--- src/rtl/fifo_uart_tx.sv ---
// UART 8N1 transmitter that pulls bytes from an upstream FIFO with a one-cycle read strobe.
// Define FIFO_UART_TX_PARITY_EN to add an even-parity bit between data bit 7 and the stop bit.
module fifo_uart_tx #(
    parameter int CLKS_PER_BIT = 16
) (
    input  logic       clk,
    input  logic       rst,
    input  logic       empty,
    input  logic [7:0] din,
    output logic       re,
    output logic       tx,
    output logic       busy,
    output logic       done
);

    localparam int CW = (CLKS_PER_BIT > 1) ? $clog2(CLKS_PER_BIT) : 1;
    localparam logic [CW-1:0] LAST    = CW'(CLKS_PER_BIT - 1);
    localparam logic [CW-1:0] DONE_AT = CW'(CLKS_PER_BIT - 2);

    typedef enum logic [2:0] {
        IDLE   = 3'd0,
        READ   = 3'd1,
        LOAD   = 3'd2,
        START  = 3'd3,
        DATA   = 3'd4,
`ifdef FIFO_UART_TX_PARITY_EN
        PARITY = 3'd5,
`endif
        STOP   = 3'd6
    } state_t;

    state_t          state;
    logic [CW-1:0]   cnt;
    logic [2:0]      idx;
    logic [7:0]      shreg;

    // All outputs are registered; tx is loaded with the value of the bit about to start.
    always_ff @(posedge clk or negedge rst) begin
        if (!rst) begin
            state <= IDLE;
            tx    <= 1'b1;
            re    <= 1'b0;
            busy  <= 1'b0;
            done  <= 1'b0;
            cnt   <= '0;
            idx   <= '0;
            shreg <= '0;
        end else begin
            re   <= 1'b0;
            done <= 1'b0;
            case (state)
                IDLE: begin
                    tx <= 1'b1;
                    if (!empty) begin
                        state <= READ;
                        re    <= 1'b1;
                        busy  <= 1'b1;
                    end
                end

                READ: begin
                    state <= LOAD;
                end

                // din is valid here, one cycle after the FIFO saw re.
                LOAD: begin
                    shreg <= din;
                    cnt   <= '0;
                    tx    <= 1'b0;
                    state <= START;
                end

                START: begin
                    if (cnt == LAST) begin
                        cnt   <= '0;
                        idx   <= 3'd0;
                        tx    <= shreg[0];
                        state <= DATA;
                    end else begin
                        cnt <= cnt + 1'b1;
                    end
                end

                DATA: begin
                    if (cnt == LAST) begin
                        cnt <= '0;
                        if (idx == 3'd7) begin
`ifdef FIFO_UART_TX_PARITY_EN
                            tx    <= ^shreg;
                            state <= PARITY;
`else
                            tx    <= 1'b1;
                            state <= STOP;
`endif
                        end else begin
                            idx <= idx + 3'd1;
                            tx  <= shreg[idx + 3'd1];
                        end
                    end else begin
                        cnt <= cnt + 1'b1;
                    end
                end

`ifdef FIFO_UART_TX_PARITY_EN
                PARITY: begin
                    if (cnt == LAST) begin
                        cnt   <= '0;
                        tx    <= 1'b1;
                        state <= STOP;
                    end else begin
                        cnt <= cnt + 1'b1;
                    end
                end
`endif

                // done is set one edge early so it lands in the final stop-bit cycle.
                STOP: begin
                    tx <= 1'b1;
                    if (cnt == LAST) begin
                        cnt   <= '0;
                        busy  <= 1'b0;
                        state <= IDLE;
                    end else begin
                        cnt  <= cnt + 1'b1;
                        done <= (cnt == DONE_AT);
                    end
                end

                default: begin
                    tx    <= 1'b1;
                    busy  <= 1'b0;
                    cnt   <= '0;
                    state <= IDLE;
                end
            endcase
        end
    end

endmodule

--- config.mk ---
export PLATFORM = sky130hd
export DESIGN_NAME = fifo_uart_tx
export DESIGN_NICKNAME = d
export VERILOG_FILES = /design/src/rtl/fifo_uart_tx.sv
export SDC_FILE = /design/constraint.sdc
export NUM_CORES = 1
export LEC_CHECK = 0
export BUFFER_PORTS_ARGS = -buffer_cell sky130_fd_sc_hd__buf_2
export CAP_MARGIN = 25
export CORE_UTILIZATION = 45
export DETAILED_ROUTE_END_ITERATION = 7
export HOLD_SLACK_MARGIN = 0.03
export SLEW_MARGIN = 20
export SYNTH_ARGS = -nofsm -noshare
export SYNTH_HDL_FRONTEND = slang
export SYNTH_SLANG_ARGS = --single-unit
--- constraint.sdc ---
create_clock -name clk -period 4.55 [get_ports clk]
set_input_delay 0.91 -clock clk [delete_from_list [all_inputs] [get_ports clk]]
set_output_delay 0.91 -clock clk [all_outputs]
set_load 0.02 [all_outputs]
==> run metrics <==
share of the synthesized area in the top cell type=0.442; GRT Resource Usage Total=0.185; Worst R2R Path Depth=4; final instance area=roughly 0.0013 mm²; clock-pin slew on the worst setup and hold paths=between 0.1 and 0.15 ns; Initial Utilization=0.480; skew final=around 0.0036 ns; WP data arrival=between 1 and 1.5 ns; Vias/cell=5.48; io pins=15; PortBufs=14; Die X=53.4 µm; CP max stage delay=~0.57 ns; R2R setup slack=approximately 2.6 ns; Die Area=roughly 0.0029 mm²; Core Util, Final=0.528; Rows=18; cell area after synthesis=around 0.0012 mm²; ys async rst share=1.00; maximum clock frequency=approximately 500 MHz; WP data required=3.64 ns; crit start category=flop; # nets final=~140; Fin Setup TNS=0 ns; first-pass GRT wire length=approximately 3.7 mm; initial drt markers=16; Post-CTS Setup Bufs=0; critical path peak fanout=4; HPWL Detailed=around 1.5 mm; H-Tree Depth=1; post-synthesis cell type count=39; commonest non-fill, non-tap cells in the layout=dfrtp_1, buf_2, mux2_2; status=complete, no violations; Slew Viols, Final=0; max_cap viols=0; # DRC=0; root buf cell=clkbuf_4; Syn Area/Cell=roughly 11 µm²; Core ar.=approximately 0.0025 mm²; Seq/Total Area, Yosys=0.464; Hold Buf Count CTS=0; pre-CTS WS=~2.6 ns; Congestion Overflow GR=0; Largest delay share family, worst path=flip-flops; routed len/inst=13.6 µm; final std cells w/o fill=roughly 150; area grow syn2layout=9.88%; routability cong.=0.763; Worst Setup SP=tx; CTS sink cnt=22; antenna cell count=0; Final setup viols=0; dominant cells by area after synthesis=dfrtp_1, mux2_2, ha_1; Slew @ Worst Pin=approximately 0.62 ns; Synth Register Bits=22; cell total after placement=147; routed wire length=between 2 and 2.5 mm; CTS resizes=0; Min-Delay Path Class=reg -> reg; via count=just over 800; clk buf depth=2; critical path class=reg -> out; fin crit share=0.429; commonest non-fill, non-tap cell in the layout=dfrtp_1; Synth Flop Type=dfrtp_1; fin worst setup slack=approximately 2.6 ns; layout cells sized above 1=0.289; Reg-to-Reg Start=state[2]; Syn Inst Count=around 110; Pwr Total=~0.76 mW; Post-synth EDFFs=0; post-placement cell area=0.00127 mm²; total power per unit cell area=roughly 580 mW/mm²; Post-Syn Nets=123; vias in the first global route=769; CTS buffer count=3; worst path bufs/invs=1; biggest area consumer among synthesized cells=dfrtp_1; CP Capture Point=tx; Min Hold Slack=between 0.5 and 0.6 ns; initial antenna violation count=0; unrepaired setup endpoints after global routing=no; fin crit period=1.95 ns; CP cell instances=buf_2; Crit. End Element=output pin; Synthesis Warnings=0; Critical R2R Capture=idx[0]; post-route ant nets=0; worst-skew pair later-pin latency=between 0.3 and 0.4 ns; worst vdd ir=about 0.00032 V; multi-input logic area=a little under 600 µm²; CP Depth=1; Die Ht=around 53 µm; Hold Vio Cnt, Final=0; LEAKAGE=approximately 0.60 nW; pin count of the biggest net entering global routing=23; fill cell total of the finished layout=230; slowest cell on the critical path=dfstp_2; Pre-antenna DRT Iters=4; WHS Path Cells=1; Rel. slew slack=0.582; CTS tree=done; Reg area=552 µm²
## Yosys cell counts (2+ instances only)
master / number
a21oi_1: 5
a22oi_1: 2
clkbuf_1: 4
dfrtp_1: 21
ha_1: 4
inv_1: 5
mux2_2: 10
mux2i_1: 3
nand2_1: 6
nand2b_1: 3
nand3_1: 2
nor2_1: 9
nor2b_1: 2
nor3_1: 3
o21ai_0: 2
o22ai_1: 4
## worst min-delay path by stage
stage	start	to	slack, ns
2_1_floorplan	shreg[2]	shreg[2]	0.47
3_3_place_gp	shreg[7]	shreg[7]	0.49
3_5_place_dp	shreg[2]	shreg[2]	0.49
4_1_cts	shreg[2]	shreg[2]	0.52
5_1_grt	rst	state[1]	0.55
6_report	shreg[2]	shreg[2]	0.51
## registers in the layout, summed over array words and instances (netlist names)
name and count:
busy 1, cnt 4, done 1, idx 3
re 1, shreg 8, state 3, tx 1
## power by group
| group | switching, mW | internal [mW] | total (mW) |
|---|---|---|---|
| clock network | 0.0605 | 0.0489 | 0.109 |
| logic | 0.141 | 0.165 | 0.305 |
| registers | 0.0770 | 0.270 | 0.347 |
## area by class of cell
class	count	share of cell area
clock buffer	4	0.0278
inverter	6	0.0172
multi-input combinational	75	0.451
sequential	22	0.422
tap	30	0.0287
timing repair buffer	14	0.0536
## worst register-to-register path: stages, from the launching register on
cell,delay [ns]
dfrtp_1,0.61
nand2b_1,0.30
or3_4,0.41
a21oi_4,0.18
mux2_1,0.34
## layer usage
layer  share of wire  GRT usage
met1            0.52      0.277
met2            0.42      0.252
met3           0.040     0.0345
met4           0.018     0.0789
met5               0          0
## logic make-up (layout without fill, tap and decap cells)
family          count (synthesis)  after routing  share of synthesized area
buf+inv                        11             24                     0.0410
fa+ha+maj                       5              5                     0.0505
compound gates                 21             21                      0.122
xor+xnor                        2              2                     0.0147
simple gates                   31             31                      0.138
mux                            16             16                      0.170
flops                          22             22                      0.464
(Power assumes the default switching activity.)
